**src/rtl/reg_scoreboard.sv**
```systemverilog
// Per-register pending-write tracker producing the ID-stage stall for the RV32I stall pipeline.
// Optional macro SCOREBOARD_WB_BYPASS_EN: a retiring write-back clears busy in the same cycle.
module reg_scoreboard #(
  parameter int unsigned MAX_PEND = 3,
  parameter int unsigned CNT_W    = 2
) (
  input  logic        clk_i,
  input  logic        rst_ni,
  input  logic [31:0] inst_d_i,
  input  logic        issue_i,
  input  logic        regwen_d_i,
  input  logic        flush_i,
  input  logic        retire_i,
  input  logic [4:0]  retire_rd_i,
  output logic        stall_o,
  output logic [2:0]  pending_o,
  output logic        err_o,
  output logic [31:0] stall_cnt_o
);

  localparam logic [CNT_W-1:0] CntOne  = CNT_W'(1);
  localparam logic [CNT_W-1:0] CntMax  = '1;
  localparam logic [2:0]       PendMax = 3'(MAX_PEND);

  logic [31:0][CNT_W-1:0] cnt_q, cnt_d;
  logic [2:0]             pending_q, pending_d;
  logic                   err_q, err_d;
  logic [31:0]            stall_cnt_q, stall_cnt_d;

  logic [6:0] opcode;
  logic [4:0] rs1, rs2, rd;
  logic       used_rs1, used_rs2;
  logic       busy_rs1, busy_rs2;
  logic       ret, ret_ok, accept;
  logic       unused_inst;

  assign opcode      = inst_d_i[6:0];
  assign rd          = inst_d_i[11:7];
  assign rs1         = inst_d_i[19:15];
  assign rs2         = inst_d_i[24:20];
  assign unused_inst = ^{inst_d_i[31:25], inst_d_i[14:12]};

  always_comb begin
    used_rs1 = 1'b0;
    used_rs2 = 1'b0;
    case (opcode)
      7'b0110011, 7'b0100011, 7'b1100011: begin
        used_rs1 = 1'b1;
        used_rs2 = 1'b1;
      end
      7'b0010011, 7'b0000011, 7'b1100111: used_rs1 = 1'b1;
      default: ;
    endcase
  end

  assign ret    = retire_i & (retire_rd_i != 5'd0);
  assign ret_ok = ret & (cnt_q[retire_rd_i] != '0);

  always_comb begin
    busy_rs1 = (rs1 != 5'd0) && (cnt_q[rs1] != '0);
    busy_rs2 = (rs2 != 5'd0) && (cnt_q[rs2] != '0);
`ifdef SCOREBOARD_WB_BYPASS_EN
    // Write-through register file: the last pending write retiring now is visible to ID.
    if (ret && (retire_rd_i == rs1) && (cnt_q[rs1] == CntOne)) busy_rs1 = 1'b0;
    if (ret && (retire_rd_i == rs2) && (cnt_q[rs2] == CntOne)) busy_rs2 = 1'b0;
`endif
  end

  assign stall_o = issue_i & ~flush_i &
                   ((used_rs1 & busy_rs1) | (used_rs2 & busy_rs2) |
                    (regwen_d_i & (rd != 5'd0) &
                     ((pending_q == PendMax) | (cnt_q[rd] == CntMax))));

  assign accept = issue_i & ~stall_o & ~flush_i & regwen_d_i & (rd != 5'd0);

  always_comb begin
    cnt_d = cnt_q;
    for (int unsigned r = 1; r < 32; r++) begin
      if (accept && (rd == 5'(r)) && !(ret_ok && (retire_rd_i == 5'(r)))) begin
        cnt_d[r] = cnt_q[r] + CntOne;
      end else if (ret_ok && (retire_rd_i == 5'(r)) && !(accept && (rd == 5'(r)))) begin
        cnt_d[r] = cnt_q[r] - CntOne;
      end
    end
    cnt_d[0] = '0;
  end

  always_comb begin
    pending_d = pending_q;
    if (accept && !ret_ok) begin
      pending_d = pending_q + 3'd1;
    end else if (ret_ok && !accept && (pending_q != 3'd0)) begin
      pending_d = pending_q - 3'd1;
    end
  end

  assign err_d       = err_q | (ret & ~ret_ok);
  assign stall_cnt_d = (stall_o && (stall_cnt_q != 32'hFFFF_FFFF)) ? stall_cnt_q + 32'd1
                                                                    : stall_cnt_q;

  always_ff @(posedge clk_i or negedge rst_ni) begin
    if (!rst_ni) begin
      cnt_q       <= '0;
      pending_q   <= 3'd0;
      err_q       <= 1'b0;
      stall_cnt_q <= 32'd0;
    end else begin
      cnt_q       <= cnt_d;
      pending_q   <= pending_d;
      err_q       <= err_d;
      stall_cnt_q <= stall_cnt_d;
    end
  end

  assign pending_o   = pending_q;
  assign err_o       = err_q;
  assign stall_cnt_o = stall_cnt_q;

endmodule

```
**config.mk**
```make
export PLATFORM = sky130hd
export DESIGN_NAME = reg_scoreboard
export DESIGN_NICKNAME = d
export VERILOG_FILES = /design/src/rtl/reg_scoreboard.sv
export SDC_FILE = /design/constraint.sdc
export NUM_CORES = 1
export LEC_CHECK = 0
export CORE_ASPECT_RATIO = 0.7
export CORE_MARGIN = 3
export CORE_UTILIZATION = 42
export CTS_BUF_LIST = sky130_fd_sc_hd__clkbuf_16
export CTS_CLUSTER_DIAMETER = 120
export DETAILED_ROUTE_END_ITERATION = 12
export SLEW_MARGIN = 20
export SYNTH_ARGS = -nofsm -noshare
export SYNTH_HDL_FRONTEND = slang
export SYNTH_SLANG_ARGS = --single-unit
```
**constraint.sdc**
```tcl
create_clock -name clk_i -period 8.2 [get_ports clk_i]
set_input_delay 0.82 -clock clk_i [delete_from_list [all_inputs] [get_ports clk_i]]
set_output_delay 0.82 -clock clk_i [all_outputs]
set_load 0.1 [all_outputs]
```
Word-level counts from Yosys, hierarchy flattened
Index checks and enable logic that the tools add are counted. Widths: inputs -> output; s select.

Register bits after elaboration: 98. Output and inout port bits: 37.

Reductions and logical operators: 236. Add/subtract/negate cells: 65. Bitwise operators: 20. Eq/ne operators: 71. Order comparisons: 4. Mux-type cells: 74.

Operator list (number): $eq 5x5->1 const B (32); $mux 2 (66); $logic_and 1x1->1 (130); $eq 5x4->1 const B (16); $reduce_bool 2->1 (35); $logic_not 1->1 (64); $add 2x1->2 const B (31); $sub 2x1->2 const B (31); $bmux 2 s5 (4); $eq 5x3->1 const B (8); $add 32x1->32 const B (1); $ne 32x32->1 const B (1); $lt 5x6->1 const B (4); $eq 5x2->1 const B (4); $reduce_bool 5->1 (4); $eq 7x6->1 const B (2); $eq 7x7->1 const B (2); $and 1x1->1 (13); $eq 5x1->1 const B (2); $eq 7x2->1 const B (1); $eq 7x5->1 const B (1); $mux 3 (2); $reduce_or 6->1 (1); $or 1x1->1 (4); other kinds (8) (11).

Depth between registers and ports, before layout
Gate-level depths: netlist of run 1.

Depth after elaboration: 18. Gate-level depth with buffers: 17. Mapped depth without buffers: 13.

Worst setup path before layout of run 1
Ideal clock, no wire load.

Kind: in2out. From: input inst_d_i[21]. To: output stall_o. Buffers on the path: 0. Data arrival time: 4248 ps. Cell stages on the path: 7. Setup slack: 3132 ps. Cells stage by stage: inv_2 mux4_2 a221oi_1 a311oi_1 nor3_2 a21oi_1 o21ai_0.

Longest elaborated chain between the ends: 8. Elaborated cells on any way between the ends: 9. Those cells by class: mux: 2; bitwise: 4; reduce/logical: 3.

Ends and longest elaborated chain: start: declaration (RTL line 9) `input logic [31:0] inst_d_i,`; $bmux 2 s5 (RTL line 61) `busy_rs2 = (rs2 != 5'd0) && (cnt_q[rs2] != '0);`; $mux 2 (implied by the code) (RTL line 61); $reduce_bool 2->1 (RTL line 61); $logic_and 1x1->1 * (RTL line 61); $and 1x1->1 * (RTL line 70) `((used_rs1 & busy_rs1) | (used_rs2 & busy_rs2) |`; $or 1x1->1 * (2 in a row) (RTL line 70); $and 1x1->1 * (RTL line 69) `assign stall_o = issue_i & ~flush_i &`; end: declaration (RTL line 15) `output logic stall_o,`.

Every way passes the cells marked *; elsewhere a longest branch is shown, timed or not. The select of a mux whose other input is x is not followed.

Worst setup path in the final report of run 1
From: input inst_d_i[8]. To: output stall_o.

Longest elaborated chain between the ends: 7. Elaborated cells on any way between the ends: 9. Those cells by class: eq/ne: 1; mux: 2; bitwise: 5; reduce/logical: 1.

Ends and longest elaborated chain: $bmux 2 s5 (RTL line 72) `((pending_q == PendMax) | (cnt_q[rd] == CntMax))));`; $mux 2 (implied by the code) (RTL line 72); $eq 2x2->1 (RTL line 72); $or 1x1->1 (RTL line 72); $and 1x1->1 * (RTL line 71) `(regwen_d_i & (rd != 5'd0) &`; $or 1x1->1 * (RTL line 70); $and 1x1->1 * (RTL line 69).

Marked as above.

==> load_flow_metrics.sql, run 1 <==
INSERT INTO impl_metrics (metric_group, metric, value, unit) VALUES
('sta', 'fmaxAchievable', '173', 'MHz'),
('power_and_ir_drop', 'combPwrFrac', '40.9', '%'),
('synth', 'synth_fa_ha_area_share', '6.15', '%'),
('route', 'drt.antenna.violating_nets', '0', ''),
('placement', 'dp_worst_setup_slack', '2.23', 'ns'),
('grt', 'largest_net_degree_at_the_start_of_global_routing', '51', ''),
('route', 'drt_pre_antenna_iters', '5', ''),
('worst_setup_path', 'worstSetupEndpoint', 'stall_o', ''),
('synth', 'postSynth.asyncResetShare', '100', '%'),
('synth', 'yosys.area_share.xor_xnor', '15.9', '%'),
('synth', 'synth_mux_area_share', '10.7', '%'),
('worst_setup_path', 'critical_path.cell_chain', 'clkdlybuf4s50_1 -> mux4_2 -> nor2b_1 -> nor4b_1 -> o21ai_1 -> o211ai_1 -> nand2b_1 -> o21ai_0 -> clkdlybuf4s50_1', ''),
('grt', 'antenna_found_initial', '0', ''),
('clock_tree', 'cts_buffers', '9', ''),
('synth', 'synth-warning-count', '0', ''),
('layout', 'filler_cell_count', '1428', ''),
('status', 'run_status', 'complete, no violations', ''),
('worst_setup_path', 'critPathRequiredTime', '7.38', 'ns'),
('synth', 'synthDistinctLibCells', '66', ''),
('floorplanning', 'core-area', '15700', 'µm²'),
('clock_tree', 'hold_buffers', '0', ''),
('clock_tree', 'cts_tree', 'built', ''),
('route', 'drt_iter0_markers', '599', ''),
('sta', 'timing.final.ws_setup', '2.43', 'ns'),
('worst_setup_path', 'cp-start-kind', 'primary input', ''),
('worst_setup_path', 'worst_r2r_endpoint', 'cnt_q[21]', ''),
('layout', 'final_design_area_no_fill', '7920', 'µm²'),
('synth', 'synth.top_cells.by_count', '114 x nor2_1, 98 x dfrtp_1, 87 x xor2_1, 42 x nand2_1, 37 x xnor2_1', ''),
('sta', 'worst_margin_pin_slew', '1.11', 'ns'),
('placement', 'globalplace.congestion', '0.971', ''),
('floorplanning', 'floorplan.initialDensity', '43.5', '%'),
('synth', 'dominantRegCellSynth', 'dfrtp_1', ''),
('floorplanning', 'width_of_the_chip', '158', 'µm'),
('synth', 'synth_edf_count', '0', ''),
('synth', 'post_synth_and_or_nand_nor_area_fraction', '22.4', '%'),
('clock_tree', 'cts_root_buf', 'clkbuf_16', ''),
('floorplanning', 'die_area', '17900', 'µm²'),
('power_and_ir_drop', 'peakVddDrop', '132', 'µV'),
('clock_tree', 'cts_buffer_depth', '2', ''),
('sta', 'post-route-period-util', '70.4', '%'),
('route', 'vias_per_cell', '5.90', ''),
('synth', 'ys_top_cells_by_area', 'dfrtp_1 36%, xor2_1 11%, mux4_2 8.9%, nor2_1 6.3%, ha_1 5.9%', ''),
('power_and_ir_drop', 'switchingPower', '948', 'µW'),
('route', 'remaining_drc_errors', '0', ''),
('synth', 'synth_largest_area_cell', 'dfrtp_1', ''),
('worst_setup_path', 'path_class', 'in2out', ''),
('floorplanning', 'num_io_pins', '80', ''),
('synth', 'ys_seq_area_share', '35.9', '%'),
('worst_setup_path', 'critPathTopFamily', 'buffers and inverters', ''),
('layout', 'drive_above_1_share', '9.36', '%'),
('synth', 'syn-cell-area', '6830', 'µm²'),
('power_and_ir_drop', 'power.total', '2210', 'µW'),
('power_and_ir_drop', 'pwr-share-seq', '41.8', '%'),
('sta', 'final_hold_viol_count', '0', ''),
('power_and_ir_drop', 'power_density', '279', 'nW/µm²'),
('power_and_ir_drop', 'p_leak', '0.00344', 'µW'),
('route', 'vias', '5591', ''),
('sta', 'period_needed', '5.77', 'ns'),
('worst_setup_path', 'crit_buf_inv', '2', ''),
('clock_tree', 'cts.clk_slew.worst_paths', '0.07', 'ns'),
('min_path', 'hold_path.startpoint', 'err_o', ''),
('placement', 'dp_hpwl', '14.7', 'mm'),
('flow_run', 'maxCapViolations', '0', ''),
('min_path', 'min_path_type', 'reg2reg', ''),
('synth', 'syn-instance-count', '688', ''),
('synth', 'yosysTopAreaCellShare', '35.9', '%'),
('sta', 'slew_violations', '0', ''),
('synth', 'syn_area_cell', '9.93', 'µm²'),
('worst_setup_path', 'worstSetupPathDepth', '9', ''),
('sta', 'max-slew-margin-rel', '25.7', '%'),
('worst_setup_path', 'regToRegStartpoint', 'cnt_q[33]', '');
==> power by group through the flow <==
stage / clock (µW) / combinational [µW] / sequential (µW)
after detailed placement: 0 / 884 / 921
after floorplan: 0 / 538 / 996
after global routing: 412 / 967 / 953
final: 382 / 905 / 923
after global placement: 0 / 866 / 912
after CTS: 396 / 889 / 915
==> worst min path at each step <==
stage | cells past startpoint | endpoint
floorplan | 1 | cnt_q[5]
global placement | 1 | err_o
detailed placement | 1 | err_o
CTS | 1 | stall_cnt_o[16]
global route | 1 | stall_cnt_o[16]
finish | 1 | err_o
==> cell type report <==
type / count / area, µm² / area share, %
Inverter: 12 / 45.0 / 0.569
Clock buffer: 9 / 225 / 2.84
Sequential cell: 98 / 2450 / 31.0
Multi-Input combinational cell: 549 / 4190 / 53.0
Clock inverter: 6 / 27.5 / 0.348
Timing Repair Buffer: 74 / 726 / 9.16
Tap cell: 200 / 250 / 3.16
==> kinds of logic (layout without fill, tap and decap cells) <==
| logic type | Yosys count | count (layout) |
|---|---|---|
| buffers and inverters | 41 | 101 |
| and+or+nand+nor | 301 | 301 |
| AOI/OAI and AO/OA | 56 | 56 |
| adders and majority gates | 33 | 33 |
| xor gates and xnor gates | 124 | 124 |
| muxes | 35 | 35 |
| DFF | 98 | 98 |
==> stage by stage <==
step | instances | hold slack (ns)
after floorplan | 688 | 0.455
after global placement | 933 | 0.454
after detailed placement | 933 | 0.474
after CTS | 948 | 0.490
after global routing | 948 | 0.501
final | 948 | 0.480
==> cell usage in the layout (no fill, tap or decap), drive strengths merged, types with 8 or more instances in the layout <==
cell,synthesis,routed
nand2b,8,8
nor3,32,32
mux4,29,29
xor2,87,87
clkbuf,13,9
ha,32,32
nand2,42,42
nand3,34,34
inv,12,14
clkdlybuf4s50,0,68
dfrtp,98,98
a21oi,11,11
nor4,11,11
nand3b,8,8
o21ai,10,10
nand4,9,9
xnor2,37,37
nor2,115,115
nor2b,9,9
==> per-layer routing <==
layer,global-route usage [%],share of wire [%],up-vias
met3,7.03,11,19
li1,-,-,2541
met2,30.5,41,312
met5,0,0,-
met1,35.3,47,2719
met4,5.67,1.2,0
==> worst register-to-register path: stages, from the launching register on <==
cell and delay, ns:
dfrtp_1 0.45, mux4_2 0.54, a22oi_1 0.25, nand3_1 0.12
o21ai_1 0.16, o211ai_1 0.25, a2111oi_4 0.73, nand2_1 0.44
nor3_1 0.38, ha_1 0.22, xor2_1 0.16, nor2_1 0.07
xor2_1 0.13
==> sequential cells by signal (all words and copies together) (netlist names) <==
signal / flops
cnt_q: 62
err_o: 1
pending_o: 3
stall_cnt_o: 32
(Power assumes the default switching activity.)
==> inputs of run 2 (changes only) <==
--- a/config.mk
+++ b/config.mk
@@ -11,6 +11,7 @@
 export CTS_BUF_LIST = sky130_fd_sc_hd__clkbuf_16
 export CTS_CLUSTER_DIAMETER = 120
 export DETAILED_ROUTE_END_ITERATION = 12
+export PLACE_DENSITY = 0.65
 export SLEW_MARGIN = 20
 export SYNTH_ARGS = -nofsm -noshare
 export SYNTH_HDL_FRONTEND = slang
==> constraint.sdc (replaced) <==
create_clock -name clk_i -period 5.3 [get_ports clk_i]
set_input_delay 0.53 -clock clk_i [delete_from_list [all_inputs] [get_ports clk_i]]
set_output_delay 0.53 -clock clk_i [all_outputs]
set_load 0.1 [all_outputs]
==> load_flow_metrics.sql, run 2 (synthesis gave the netlist of run 1 again) <==
INSERT INTO impl_metrics (metric_group, metric, value, unit) VALUES
('status', 'run_status', 'complete, no violations', ''),
('worst_setup_path', 'startpoint', 'inst_d_i[8]', ''),
('sta', 'fmaxAchievable', '229', 'MHz'),
('floorplanning', 'floorplan.initialDensity', '43.5', '%'),
('power_and_ir_drop', 'peakVddDrop', '233', 'µV'),
('layout', 'filler_cell_count', '1431', ''),
('route', 'drt.antenna.violating_nets', '0', ''),
('floorplanning', 'core-area', '15700', 'µm²'),
('layout', 'register_area', '2450', 'µm²'),
('floorplanning', 'die_area', '17900', 'µm²'),
('placement', 'place.port_buffers', '69', ''),
('layout', 'nets', '828', ''),
('layout', 'drive_above_1_share', '11.0', '%'),
('layout', 'final_common_cell', 'nor2_1', ''),
('layout', 'mostFrequentLayoutCells', '114 x nor2_1, 98 x dfrtp_1, 87 x xor2_1', ''),
('worst_setup_path', 'crit_buf_inv', '3', ''),
('floorplanning', 'number_of_cell_rows', '38', ''),
('route', 'remaining_drc_errors', '0', ''),
('power_and_ir_drop', 'power_density', '437', 'nW/µm²'),
('placement', 'dp_hpwl', '14.7', 'mm'),
('clock_tree', 'cts_root_buf', 'clkbuf_16', ''),
('floorplanning', 'width_of_the_chip', '158', 'µm'),
('sta', 'worst_margin_pin_slew', '0.992', 'ns'),
('min_path', 'min_path_type', 'in2async', ''),
('worst_setup_path', 'critPathRequiredTime', '5.57', 'ns'),
('grt', 'globalRouteTotalUtil', '22.5', '%'),
('worst_setup_path', 'ff2ff_path_depth', '12', ''),
('clock_tree', 'cts_buffers', '9', ''),
('grt', 'globalRouteOverflowTotal', '0', ''),
('sta', 'grt_setup_unrepaired', 'no', ''),
('floorplanning', 'fp.dieH', '113', 'µm'),
('clock_tree', 'cts_buffer_depth', '2', ''),
('sta', 'timing.setup.tns', '0', 'ns'),
('layout', 'largest_reg_flops', '62', ''),
('worst_setup_path', 'worst_r2r_endpoint', 'cnt_q[43]', ''),
('layout', 'antenna-diode-count', '0', ''),
('floorplanning', 'num_io_pins', '80', ''),
('layout', 'area.growth.synth_to_final', '17.1', '%'),
('worst_setup_path', 'regToRegStartpoint', 'cnt_q[32]', ''),
('worst_setup_path', 'critPathTopFamily', 'buffers and inverters', ''),
('worst_setup_path', 'timing.critical_path.slowest_stage_cell', 'clkdlybuf4s50_1', ''),
('clock_tree', 'cts.clk_slew.worst_paths', '0.07', 'ns'),
('worst_setup_path', 'worstSetupPathDepth', '14', ''),
('grt', 'number_of_global_route_vias_before_repair', '5444', ''),
('grt', 'grt_pass1_wl', '31.1', 'mm'),
('sta', 'final_hold_viol_count', '0', ''),
('clock_tree', 'cts_tree', 'built', ''),
('clock_tree', 'clock-sinks', '98', ''),
('sta', 'timing.final.ws_setup', '0.929', 'ns'),
('clock_tree', 'insertion_delay', '0.36', 'ns'),
('route', 'route.final.wire_length', '19.2', 'mm'),
('route', 'drt_iter0_markers', '653', ''),
('sta', 'fin_skew', '0.0119', 'ns'),
('worst_setup_path', 'regToRegSetupSlack', '1.57', 'ns'),
('sta', 'slew_violations', '0', ''),
('layout', 'area_taken_by_multi_input_logic_gates', '4180', 'µm²'),
('flow_run', 'maxCapViolations', '0', ''),
('placement', 'dp_worst_setup_slack', '0.634', 'ns'),
('grt', 'antenna_found_initial', '0', ''),
('clock_tree', 'post_cts.resized_instances', '0', ''),
('placement', 'globalplace.congestion', '0.980', ''),
('clock_tree', 'hold_buffers', '0', ''),
('layout', 'register_with_the_highest_flop_count', 'cnt_q', ''),
('worst_setup_path', 'cp-start-kind', 'primary input', ''),
('clock_tree', 'cts.htree.levels', '3', ''),
('sta', 'period_needed', '4.37', 'ns'),
('grt', 'largest_net_degree_at_the_start_of_global_routing', '65', ''),
('worst_setup_path', 'crit_path_end_kind', 'flip-flop', ''),
('sta', 'max-slew-margin-rel', '33.7', '%'),
('sta', 'worst_hold_margin', '0.113', 'ns'),
('clock_tree', 'cts_setup_buffers', '0', ''),
('sta', 'finalSetupViolCount', '0', ''),
('route', 'wl_per_cell', '20.1', 'µm'),
('worst_setup_path', 'critical_path.cell_chain', 'clkdlybuf4s50_1 -> buf_4 -> mux4_2 -> a22oi_1 -> nand3_1 -> o21ai_1 -> o211ai_1 -> a2111oi_2 -> buf_4 -> nand2_1 -> nor3_1 -> ha_1 -> nor2_1 -> xor2_1', ''),
('worst_setup_path', 'cp_data_arrival_time', '4.64', 'ns'),
('sta', 'post-route-period-util', '82.5', '%'),
('worst_setup_path', 'worstSetupEndpoint', 'cnt_q[5]', ''),
('power_and_ir_drop', 'p_leak', '0.00349', 'µW'),
('worst_setup_path', 'timing.critical_path.slowest_cell_delay', '0.80', 'ns'),
('route', 'vias', '5613', ''),
('worst_setup_path', 'critPathMostFrequentCell', 'buf_4', ''),
('route', 'drt_pre_antenna_iters', '6', ''),
('route', 'vias_per_cell', '5.87', ''),
('worst_setup_path', 'crit_path_max_fanout', '14', ''),
('worst_setup_path', 'path_class', 'in2reg', '');
-- run 2: area by class of cell --
cell class | instances | share of cell area [%]
multi-input combinational | 549 | 52.2
clock inverter | 6 | 0.829
inverter | 12 | 0.563
tap | 200 | 3.13
sequential | 98 | 30.6
timing repair buffer | 82 | 9.79
clock buffer | 9 | 2.81
-- run 2: per-layer routing --
layer  routed length, µm  up-vias  global-route usage, %  share of wire (%)
li1                    -     2572                      -                  -
met1                8830     2793                   34.4                 46
met2                8030      231                   30.7                 42
met3                2070       17                   7.19                 11
met4                 302        0                   5.50                1.6
met5                   0        -                      0                  0
-- run 2: worst min path at each step --
stage               startpoint               to  slack, ns  depth (start not counted)
floorplan               rst_ni        cnt_q[10]       0.23                          0
CTS                     rst_ni  stall_cnt_o[26]       0.13                          1
finish                  rst_ni  stall_cnt_o[26]       0.11                          1
global placement         err_o            err_o       0.45                          1
global route            rst_ni  stall_cnt_o[26]       0.16                          1
detailed placement       err_o            err_o       0.45                          1
-- run 2: stage by stage --
stage | instances | total power [µW] | util (%) | cell area [µm²]
finish | 956 | 3500 | 51.0 | 8000
global route | 956 | 3700 | 51.0 | 8000
CTS | 956 | 3500 | 51.0 | 8000
detailed placement | 941 | 2820 | 49.2 | 7710
global placement | 941 | 2760 | 49.2 | 7710
floorplan | 688 | 2370 | - | 6830
-- run 2: power by group --
group	switching (µW)	total [µW]	internal, µW	leakage (µW)
Clock	294	658	364	0.000134
Sequential	433	1450	1010	0.00125
Combinational	760	1390	633	0.00211
-- run 2: worst reg2reg max path: cells and delay by family (launching register included) --
family / cells / cell delay (ns)
and+or+nand+nor: 5 / 1.22
AOI/OAI and AO/OA: 3 / 0.70
DFF: 1 / 0.50
muxes: 1 / 0.47
adders and majority gates: 1 / 0.35
buffers and inverters: 1 / 0.25
xor gates and xnor gates: 1 / 0.16
==> inputs of run 3 (changes only) <==
--- a/config.mk
+++ b/config.mk
@@ -11,7 +11,6 @@
 export CTS_BUF_LIST = sky130_fd_sc_hd__clkbuf_16
 export CTS_CLUSTER_DIAMETER = 120
 export DETAILED_ROUTE_END_ITERATION = 12
-export PLACE_DENSITY = 0.65
 export SLEW_MARGIN = 20
 export SYNTH_ARGS = -nofsm -noshare
 export SYNTH_HDL_FRONTEND = slang
==> constraint.sdc (replaced) <==
create_clock -name clk_i -period 4.12 [get_ports clk_i]
set_input_delay 0.412 -clock clk_i [delete_from_list [all_inputs] [get_ports clk_i]]
set_output_delay 0.412 -clock clk_i [all_outputs]
set_load 0.1 [all_outputs]
==> load_flow_metrics.sql, run 3 (synthesis gave the netlist of run 1 again) <==
INSERT INTO impl_metrics (metric_group, metric, value, unit) VALUES
('grt', 'grt_pass1_wl', '31.6', 'mm'),
('layout', 'antenna-diode-count', '0', ''),
('floorplanning', 'num_io_pins', '80', ''),
('min_path', 'hold_path.startpoint', 'stall_cnt_o[16]', ''),
('placement', 'dp.cells', '962', ''),
('worst_setup_path', 'crit_path_end_kind', 'flip-flop', ''),
('clock_tree', 'cts_buffer_depth', '2', ''),
('grt', 'number_of_global_route_vias_before_repair', '5583', ''),
('sta', 'grt_setup_unrepaired', 'no', ''),
('worst_setup_path', 'worstSetupEndpoint', 'cnt_q[5]', ''),
('power_and_ir_drop', 'switchingPower', '1960', 'µW'),
('route', 'drt.antenna.violating_nets', '0', ''),
('flow_run', 'maxCapViolations', '0', ''),
('sta', 'worst_hold_margin', '0.490', 'ns'),
('sta', 'finalSetupViolCount', '0', ''),
('floorplanning', 'width_of_the_chip', '158', 'µm'),
('worst_setup_path', 'ff2ff_path_depth', '13', ''),
('grt', 'globalRouteOverflowTotal', '0', ''),
('grt', 'largest_net_degree_at_the_start_of_global_routing', '77', ''),
('floorplanning', 'die_area', '17900', 'µm²'),
('sta', 'fmaxAchievable', '255', 'MHz'),
('power_and_ir_drop', 'peakVddDrop', '278', 'µV'),
('layout', 'register_with_the_highest_flop_count', 'cnt_q', ''),
('route', 'route.final.wire_length', '20.0', 'mm'),
('power_and_ir_drop', 'p_int', '2620', 'µW'),
('route', 'met2WireLength', '8.28', 'mm'),
('power_and_ir_drop', 'clock_power_share', '18.8', '%'),
('worst_setup_path', 'regToRegStartpoint', 'cnt_q[52]', ''),
('min_path', 'holdPathStages', '1', ''),
('worst_setup_path', 'critPathRequiredTime', '4.37', 'ns'),
('floorplanning', 'fp.dieH', '113', 'µm'),
('floorplanning', 'core-area', '15700', 'µm²'),
('clock_tree', 'cts_tree', 'built', ''),
('route', 'route.met3.wl', '2.34', 'mm'),
('placement', 'dp_hpwl', '15.4', 'mm'),
('route', 'drt_iter0_markers', '632', ''),
('worst_setup_path', 'worst_r2r_endpoint', 'cnt_q[5]', ''),
('power_and_ir_drop', 'p_leak', '0.00364', 'µW'),
('status', 'run_status', 'complete, no violations', ''),
('sta', 'max-slew-margin-rel', '34.2', '%'),
('layout', 'post-route-util', '52.6', '%'),
('floorplanning', 'number_of_cell_rows', '38', ''),
('sta', 'worst_margin_pin_slew', '0.984', 'ns'),
('clock_tree', 'cts.htree.levels', '3', ''),
('layout', 'largest_reg_flops', '62', ''),
('layout', 'final_design_area_no_fill', '8260', 'µm²'),
('grt', 'antenna_found_initial', '0', ''),
('layout', 'area.growth.synth_to_final', '20.9', '%'),
('route', 'wl_per_cell', '20.5', 'µm'),
('sta', 'slew_violations', '0', ''),
('clock_tree', 'clock-sinks', '98', ''),
('placement', 'place.port_buffers', '69', ''),
('layout', 'final_cells', '979', ''),
('worst_setup_path', 'path_class', 'in2reg', ''),
('clock_tree', 'insertion_delay', '0.36', 'ns'),
('sta', 'timing.setup.tns', '0', 'ns'),
('sta', 'post-route-period-util', '95.3', '%'),
('clock_tree', 'cts_setup_buffers', '0', ''),
('worst_setup_path', 'cp_data_arrival_time', '4.17', 'ns'),
('layout', 'drive_above_1_share', '13.5', '%'),
('layout', 'final_common_cell', 'nor2_1', ''),
('route', 'met1Wirelength', '9.21', 'mm'),
('power_and_ir_drop', 'combPwrFrac', '40.7', '%'),
('route', 'drt_pre_antenna_iters', '5', ''),
('sta', 'period_needed', '3.93', 'ns'),
('worst_setup_path', 'startpoint', 'inst_d_i[15]', ''),
('layout', 'mostFrequentLayoutCells', '114 x nor2_1, 98 x dfrtp_1, 87 x xor2_1', ''),
('route', 'remaining_drc_errors', '0', ''),
('layout', 'nets', '851', ''),
('power_and_ir_drop', 'pwr-share-seq', '40.5', '%'),
('min_path', 'min_path_type', 'reg2reg', ''),
('layout', 'filler_cell_count', '1445', ''),
('clock_tree', 'cts_root_buf', 'clkbuf_16', ''),
('route', 'vias', '5742', ''),
('placement', 'dpl_cell_area', '7930', 'µm²'),
('worst_setup_path', 'cp-start-kind', 'primary input', ''),
('grt', 'globalRouteTotalUtil', '23.1', '%'),
('placement', 'globalplace.congestion', '0.962', ''),
('clock_tree', 'cts_buffers', '9', ''),
('sta', 'fin_skew', '0.0113', 'ns'),
('power_and_ir_drop', 'power_density', '554', 'nW/µm²'),
('route', 'vias_per_cell', '5.87', ''),
('worst_setup_path', 'regToRegSetupSlack', '0.46', 'ns'),
('worst_setup_path', 'crit_path_max_fanout', '10', ''),
('sta', 'final_hold_viol_count', '0', ''),
('clock_tree', 'post_cts.resized_instances', '0', ''),
('route', 'top_signal_layer_used', 'met4', ''),
('clock_tree', 'cts.clk_slew.worst_paths', '0.07', 'ns'),
('power_and_ir_drop', 'swShare', '42.8', '%'),
('floorplanning', 'floorplan.initialDensity', '43.5', '%');
run 3: cell count changes in the layout (fill, tap and decap cells not counted), sizes merged:
cell / change
clkinvlp: -2
dlygate4sd3: +1
inv: +1
clkinv: +1
buf: +22
run 3: timing repair:
action / 4_1_cts / 5_1_grt
hold buffers: 0 / 1
setup endpoints to repair: 0 / 0
hold endpoints to repair: 0 / 21
run 3: how the worst min path moves through the flow:
stage                      endpoint  slack (ns)
floorplan                 cnt_q[10]        0.12
global placement    stall_cnt_o[16]        0.47
detailed placement         cnt_q[5]        0.48
CTS                 stall_cnt_o[25]        0.24
global route               cnt_q[5]        0.51
finish              stall_cnt_o[16]        0.49
run 3: power by group through the flow:
stage	Sequential (µW)	Clock, µW	Combinational, µW
5_1_grt	1910	918	1990
3_5_place_dp	1850	0	1830
4_1_cts	1840	878	1840
3_3_place_gp	1830	0	1780
6_report	1860	860	1860
2_1_floorplan	1980	0	1070
run 3: layout make-up:
class | count | area, µm² | area share [%]
clock inverters | 6 | 65.1 | 0.788
well taps | 200 | 250 | 3.03
inverters | 12 | 45.0 | 0.545
clock buffers | 9 | 225 | 2.73
repair buffers | 105 | 1040 | 12.6
multi-input cells | 549 | 4180 | 50.6
flip-flops and latches | 98 | 2450 | 29.7
run 3: metal layers:
metal | up-vias | GRT usage [%]
li1 | 2612 | -
met1 | 2844 | 35.1
met2 | 268 | 31.5
met3 | 18 | 8.60
met4 | 0 | 4.76
met5 | - | 0
run 3: stage by stage:
step | worst slack (ns) | total power (µW)
2_1_floorplan | 0.434 | 3050
3_3_place_gp | -0.0440 | 3610
3_5_place_dp | -0.114 | 3680
4_1_cts | 0.277 | 4560
5_1_grt | 0.00644 | 4820
6_report | 0.194 | 4580
run 3: worst max-delay path, cell delays in order:
cell             delay [ns]
clkdlybuf4s50_1        0.71
nand2b_1               0.24
o311a_1                0.38
o41ai_1                0.35
nand2_1                0.21
a2111oi_2              0.42
buf_4                  0.24
nand2_1                0.24
nor3_1                 0.39
ha_1                   0.23
xor2_1                 0.15
nor2_1                 0.06
xor2_1                 0.13
